**src/rtl/instruction_encoder_if.sv**
```systemverilog
// Field-set input handshake and instruction-memory write port of instruction_encoder.
// master = encoder side, slave = loader/memory side.
interface instruction_encoder_if #(parameter int ADDR_W = 10);
    logic              in_valid;
    logic              in_ready;
    logic [7:0]        in_opcode;
    logic [7:0]        in_dest;
    logic [7:0]        in_src1;
    logic [7:0]        in_src2;
    logic              mem_write;
    logic [ADDR_W-1:0] mem_address;
    logic [31:0]       mem_writedata;
    logic              mem_busywait;

    modport master (
        input  in_valid, in_opcode, in_dest, in_src1, in_src2, mem_busywait,
        output in_ready, mem_write, mem_address, mem_writedata
    );

    modport slave (
        output in_valid, in_opcode, in_dest, in_src1, in_src2, mem_busywait,
        input  in_ready, mem_write, mem_address, mem_writedata
    );
endinterface

```
**src/rtl/instruction_encoder.sv**
```systemverilog
// Packs instruction fields into 32-bit words, buffers them and writes them to instruction memory.
// Optional INSTR_ENCODER_CHECK_EN: drop opcodes above 0x0D at acceptance and raise sticky err.
module instruction_encoder #(
    parameter int ADDR_W = 10,
    parameter int DEPTH  = 4
) (
    input  logic                  clk,
    input  logic                  rst_n,
    instruction_encoder_if.master bus,
    input  logic                  base_load,
    input  logic [ADDR_W-1:0]     base_addr,
    output logic [15:0]           count,
    output logic                  err,
    output logic                  idle
);
    localparam int PW = $clog2(DEPTH);

    typedef enum logic {S_IDLE, S_WRITE} state_t;

    state_t            state, state_nx;
    logic [31:0]       fifo [DEPTH];
    logic [PW:0]       wr_ptr, rd_ptr;
    logic              full, empty, push, pop, legal, accept;
    logic [ADDR_W-1:0] addr;

    // Register fields keep only bits [2:0]; offsets/immediates pass whole.
    function automatic logic [31:0] encode(input logic [7:0] op, input logic [7:0] d,
                                           input logic [7:0] s1, input logic [7:0] s2);
        logic [7:0] dr, r1, r2;
        dr = {5'b0, d[2:0]};
        r1 = {5'b0, s1[2:0]};
        r2 = {5'b0, s2[2:0]};
        case (op)
            8'h00:                             encode = {op, dr, 8'h00, s2};
            8'h05:                             encode = {op, dr, 8'h00, r2};
            8'h01, 8'h02, 8'h03, 8'h04, 8'h09: encode = {op, dr, r1, r2};
            8'h06:                             encode = {op, d, 8'h00, 8'h00};
            8'h07, 8'h08:                      encode = {op, d, r1, r2};
            8'h0A, 8'h0B, 8'h0C, 8'h0D:        encode = {op, dr, r1, s2};
            default:                           encode = {op, d, s1, s2};
        endcase
    endfunction

`ifdef INSTR_ENCODER_CHECK_EN
    assign legal = (bus.in_opcode <= 8'h0D);
`else
    assign legal = 1'b1;
`endif

    assign full   = (wr_ptr[PW] != rd_ptr[PW]) && (wr_ptr[PW-1:0] == rd_ptr[PW-1:0]);
    assign empty  = (wr_ptr == rd_ptr);
    assign accept = bus.in_valid && bus.in_ready;
    assign push   = accept && legal;

    assign bus.in_ready      = !full;
    assign bus.mem_write     = (state == S_WRITE);
    assign bus.mem_address   = addr;
    assign bus.mem_writedata = empty ? 32'h0 : fifo[rd_ptr[PW-1:0]];
    assign idle              = empty && (state == S_IDLE);

    always_ff @(posedge clk) begin
        if (push) fifo[wr_ptr[PW-1:0]] <= encode(bus.in_opcode, bus.in_dest, bus.in_src1, bus.in_src2);
    end

    always_ff @(posedge clk or negedge rst_n) begin
        if (!rst_n) begin
            wr_ptr <= '0;
            rd_ptr <= '0;
        end else begin
            if (push) wr_ptr <= wr_ptr + 1'b1;
            if (pop)  rd_ptr <= rd_ptr + 1'b1;
        end
    end

    always_ff @(posedge clk or negedge rst_n) begin
        if (!rst_n) state <= S_IDLE;
        else        state <= state_nx;
    end

    always_comb begin
        state_nx = state;
        pop      = 1'b0;
        case (state)
            S_IDLE:  if (!empty) state_nx = S_WRITE;
            S_WRITE: if (!bus.mem_busywait) begin
                pop      = 1'b1;
                state_nx = S_IDLE;
            end
            default: state_nx = S_IDLE;
        endcase
    end

    // A completed write and a base load never coincide: base load needs idle.
    always_ff @(posedge clk or negedge rst_n) begin
        if (!rst_n) begin
            addr  <= '0;
            count <= '0;
        end else begin
            if (pop) begin
                addr  <= addr + ADDR_W'(4);
                count <= count + 16'd1;
            end else if (base_load && idle) begin
                addr <= base_addr;
            end
        end
    end

`ifdef INSTR_ENCODER_CHECK_EN
    always_ff @(posedge clk or negedge rst_n) begin
        if (!rst_n)                err <= 1'b0;
        else if (accept && !legal) err <= 1'b1;
    end
`else
    assign err = 1'b0;
`endif
endmodule

```
**src/flat_wrapper.sv**
```systemverilog
// flat-port wrapper written by rule: the top's interface ports become plain ports
module instruction_encoder_flat 
#(
    parameter int ADDR_W = 10,
    parameter int DEPTH  = 4
)
  (clk, rst_n, base_load, base_addr, count, err, idle, bus_in_valid, bus_in_opcode, bus_in_dest, bus_in_src1, bus_in_src2, bus_mem_busywait, bus_in_ready, bus_mem_write, bus_mem_address, bus_mem_writedata);
  instruction_encoder_if #(.ADDR_W(ADDR_W)) bus_i ();
  input  logic clk;
  input  logic rst_n;
  input  logic base_load;
  input  logic [ADDR_W-1:0] base_addr;
  output logic [15:0] count;
  output logic err;
  output logic idle;
  input wire logic [$bits(bus_i.in_valid)-1:0] bus_in_valid;
  input wire logic [$bits(bus_i.in_opcode)-1:0] bus_in_opcode;
  input wire logic [$bits(bus_i.in_dest)-1:0] bus_in_dest;
  input wire logic [$bits(bus_i.in_src1)-1:0] bus_in_src1;
  input wire logic [$bits(bus_i.in_src2)-1:0] bus_in_src2;
  input wire logic [$bits(bus_i.mem_busywait)-1:0] bus_mem_busywait;
  output wire logic [$bits(bus_i.in_ready)-1:0] bus_in_ready;
  output wire logic [$bits(bus_i.mem_write)-1:0] bus_mem_write;
  output wire logic [$bits(bus_i.mem_address)-1:0] bus_mem_address;
  output wire logic [$bits(bus_i.mem_writedata)-1:0] bus_mem_writedata;
  assign bus_i.in_valid = bus_in_valid;
  assign bus_i.in_opcode = bus_in_opcode;
  assign bus_i.in_dest = bus_in_dest;
  assign bus_i.in_src1 = bus_in_src1;
  assign bus_i.in_src2 = bus_in_src2;
  assign bus_i.mem_busywait = bus_mem_busywait;
  assign bus_in_ready = bus_i.in_ready;
  assign bus_mem_write = bus_i.mem_write;
  assign bus_mem_address = bus_i.mem_address;
  assign bus_mem_writedata = bus_i.mem_writedata;
  instruction_encoder #(.ADDR_W(ADDR_W), .DEPTH(DEPTH)) u_core (.clk(clk), .rst_n(rst_n), .bus(bus_i), .base_load(base_load), .base_addr(base_addr), .count(count), .err(err), .idle(idle));
endmodule
```
**config.mk**
```make
export PLATFORM = sky130hd
export DESIGN_NAME = instruction_encoder_flat
export DESIGN_NICKNAME = d
export VERILOG_FILES = /design/src/rtl/instruction_encoder_if.sv /design/src/rtl/instruction_encoder.sv /design/src/flat_wrapper.sv
export SDC_FILE = /design/constraint.sdc
export NUM_CORES = 1
export LEC_CHECK = 0
export BUFFER_PORTS_ARGS = -buffer_cell sky130_fd_sc_hd__buf_4
export CELL_PAD_IN_SITES_DETAIL_PLACEMENT = 0
export CELL_PAD_IN_SITES_GLOBAL_PLACEMENT = 2
export CORE_ASPECT_RATIO = 0.9
export CORE_MARGIN = 1.5
export CORE_UTILIZATION = 44
export DETAILED_ROUTE_END_ITERATION = 8
export GPL_TIMING_DRIVEN = 0
export PLACE_DENSITY = 0.94
export SETUP_SLACK_MARGIN = 0.15
export SYNTH_ARGS = -nofsm -noshare
export SYNTH_HDL_FRONTEND = slang
export SYNTH_SLANG_ARGS = --single-unit
```
**constraint.sdc**
```tcl
create_clock -name clk -period 4.75 [get_ports clk]
set_input_delay 0.7125 -clock clk [delete_from_list [all_inputs] [get_ports clk]]
set_output_delay 0.7125 -clock clk [all_outputs]
set_load 0.05 [all_outputs]
```
==> results.sh <==
export IMPL_status="finished clean"
export IMPL_seqCellArea_mm2=0.00467
export IMPL_initial_utilization=0.456
export IMPL_grt_usage=0.173
export IMPL_cts_root_buf="clkbuf_16"
export IMPL_placed_area_mm2=0.00790
export IMPL_fin_nets=580
export IMPL_cpPeakStageDelay_ns=0.52
export IMPL_num_io_pins=109
export IMPL_min_period_ns=2.95
export IMPL_synth_common_cells="edfxtp_1, nor2b_1, dfrtp_1"
export IMPL_crit_family="buffers and inverters"
export IMPL_cts_tree="yes"
export IMPL_multiInputGateArea_mm2=0.00201
export IMPL_ant_nets=0
export IMPL_yosysMostFrequentCell="edfxtp_1"
export IMPL_grt_max_degree=34
export IMPL_rr_startpoint="u_core.rd_ptr[0]$_DFFE_PN0P_"
export IMPL_path_class="flop to output port"
export IMPL_tns_ns=0
export IMPL_post_synth_top_area_cell="edfxtp_1"
export IMPL_async_flop_share=0.205
export IMPL_final_cell_area_mm2=0.00847
export IMPL_worst_pin_slew_ns=0.936
export IMPL_cts_num_sinks=161
export IMPL_grt_pass1_vias=3836
export IMPL_die_h_um=121
export IMPL_num_fill_cells=1191
export IMPL_area_growth_pct=24.3
export IMPL_cts_clk_slew_worst_paths_ns=0.06
export IMPL_htree_levels=4
export IMPL_vias_per_cell=5.07
export IMPL_synth_flop_cell="edfxtp_1"
export IMPL_cts_hold_buf=0
export IMPL_synth_fp_nets=453
export IMPL_crit_fanout=10
export IMPL_worst_slew_margin_rel=0.376
export IMPL_drtIter0Drc=228
export IMPL_totalWireLength_um=13200
export IMPL_max_freq_ghz=0.339
export IMPL_yosysWarnings=0
export IMPL_wl_per_cell_um=18.0
export IMPL_cts_max_path_buffers=2
export IMPL_core_area_mm2=0.0149
export IMPL_end_kind="output port"
export IMPL_post_synth_num_cell_types=45
export IMPL_synthCells=399
export IMPL_r2r_slack_ns=2.58
export IMPL_synth_top_area_frac=0.564
export IMPL_dieWidth_um=134
export IMPL_cpMaxStageDelayCell="clkbuf_1"
export IMPL_setup_viol=0
export IMPL_overflow=0
export IMPL_dieArea_mm2=0.0162
export IMPL_dp_final_hpwl_um=8780
export IMPL_yosysSeqAreaShare=0.686
export IMPL_antenna_found_initial=1
export IMPL_place_congestion=0.700
export IMPL_antenna_cells=0
export IMPL_crit_buf_inv=3
export IMPL_vias=3727
export IMPL_rows=42
export IMPL_syn_area_mm2=0.00681
export IMPL_drc=0
export IMPL_syn_avg_cell_area_um2=17.1
export IMPL_cts_resized=0
export IMPL_clk_latency_ns=0.41
export IMPL_postCtsSetupBuffers=0
export IMPL_grt_pass1_wl_um=20700
export IMPL_period_share=0.622
export IMPL_slew_violations=0
export IMPL_rsz0062_at_grt="false"
export IMPL_synthTopCellsByArea="edfxtp_1, dfrtp_1, mux4_2"
export IMPL_ys_seq_elements=161
export IMPL_synth_edff_count=128
export IMPL_hold_path_class="input port to async pin"
export IMPL_worstPathArrival_ns=2.24
export IMPL_io_buffers=107
export IMPL_rr_endpoint="u_core.fifo[1][13]$_DFFE_PP_"
export IMPL_fin_skew_ns=0.00935
export IMPL_path_cells="buf_6 -> clkbuf_1 -> mux4_2 -> nor2b_1 -> buf_4"
export IMPL_dr_pass1_iters=5
export IMPL_startpoint_type="flop"
export IMPL_numCtsBuffers=17
export IMPL_layout_drive_gt1_share=0.361
export IMPL_final_util=0.567
export IMPL_hold_viol_final=0
export IMPL_reg2reg_depth=4
export IMPL_timing_max_cap_violations=0
export IMPL_cp_data_required_time_ns=4.04
==> metrics by stage <==
stage	instances	setup WS [ns]	hold slack (ns)
finish	735	1.80	0.233
global route	735	1.63	0.267
CTS	735	1.75	0.238
detailed placement	705	2.20	0.467
global placement	704	1.83	0.462
floorplan	399	2.18	0.417
==> worst register-to-register path, cell delays in order, from the launching register on <==
cell	delay [ns]
dfrtp_1	0.39
buf_6	0.16
xnor2_4	0.16
a31oi_4	0.26
and2_2	0.79
==> final cells by class <==
type | count | area share
timing repair buffer | 108 | 0.0981
tap | 198 | 0.0293
buffer | 18 | 0.0140
clock inverter | 11 | 0.0165
inverter | 5 | 0.00222
sequential | 161 | 0.551
clock buffer | 19 | 0.0511
multi-input combinational | 215 | 0.237
==> layer usage <==
metal  routed length, um  share of wire  track usage
met1                5780           0.44        0.231
met2                6780           0.51        0.284
met3                 579          0.044       0.0317
met4                  82         0.0062       0.0692
met5                   0              0            0
==> kinds of logic after synthesis <==
logic type / after synthesis / synth area share
other: 1 / 0.000551
buffers and inverters: 23 / 0.0202
adders and majority gates: 7 / 0.0129
DFF: 161 / 0.686
and+or+nand+nor: 127 / 0.110
muxes: 33 / 0.107
AOI/OAI and AO/OA: 23 / 0.0270
xor gates and xnor gates: 24 / 0.0364
==> cells in the final DEF (no fill, tap or decap), types with 6 or more instances in the layout <==
cell type  Yosys  routed
edfxtp_1     128     128
buf_4          4     111
nor2b_1       43      43
dfrtp_1       33      33
mux4_2        32      32
nand2_1       20      20
clkbuf_16      0      17
and2_1        20      16
xnor2_1       13      13
nand3_1       12      12
xor2_1         9       9
nor2_1         8       8
clkbuf_1       5       7
ha_1           7       7
o21ai_0        6       6
nand4_1        6       6
==> registers in the layout, indices dropped and copies added (netlist names) <==
register and count:
u_core.rd_ptr 3, u_core.count 16, u_core.wr_ptr 3, u_core.fifo 128
u_core.bus.mem_address 10, u_core.bus.mem_write 1
==> worst max-delay path by stage <==
stage | startpoint | to | slack (ns) | depth (start not counted)
detailed placement | u_core.rd_ptr[1]$_DFFE_PN0P_ | bus_mem_writedata[31] | 2.20 | 5
global route | u_core.rd_ptr[1]$_DFFE_PN0P_ | bus_mem_writedata[27] | 1.63 | 5
CTS | u_core.rd_ptr[1]$_DFFE_PN0P_ | bus_mem_writedata[31] | 1.75 | 5
global placement | bus_in_valid | u_core.fifo[3][19]$_DFFE_PP_ | 1.83 | 4
floorplan | u_core.rd_ptr[0]$_DFFE_PN0P_ | bus_mem_writedata[10] | 2.18 | 6
finish | u_core.rd_ptr[1]$_DFFE_PN0P_ | bus_mem_writedata[31] | 1.80 | 5
Power is not shown: default switching activity piles up to over one toggle a cycle in this logic, so the estimate is an artifact.
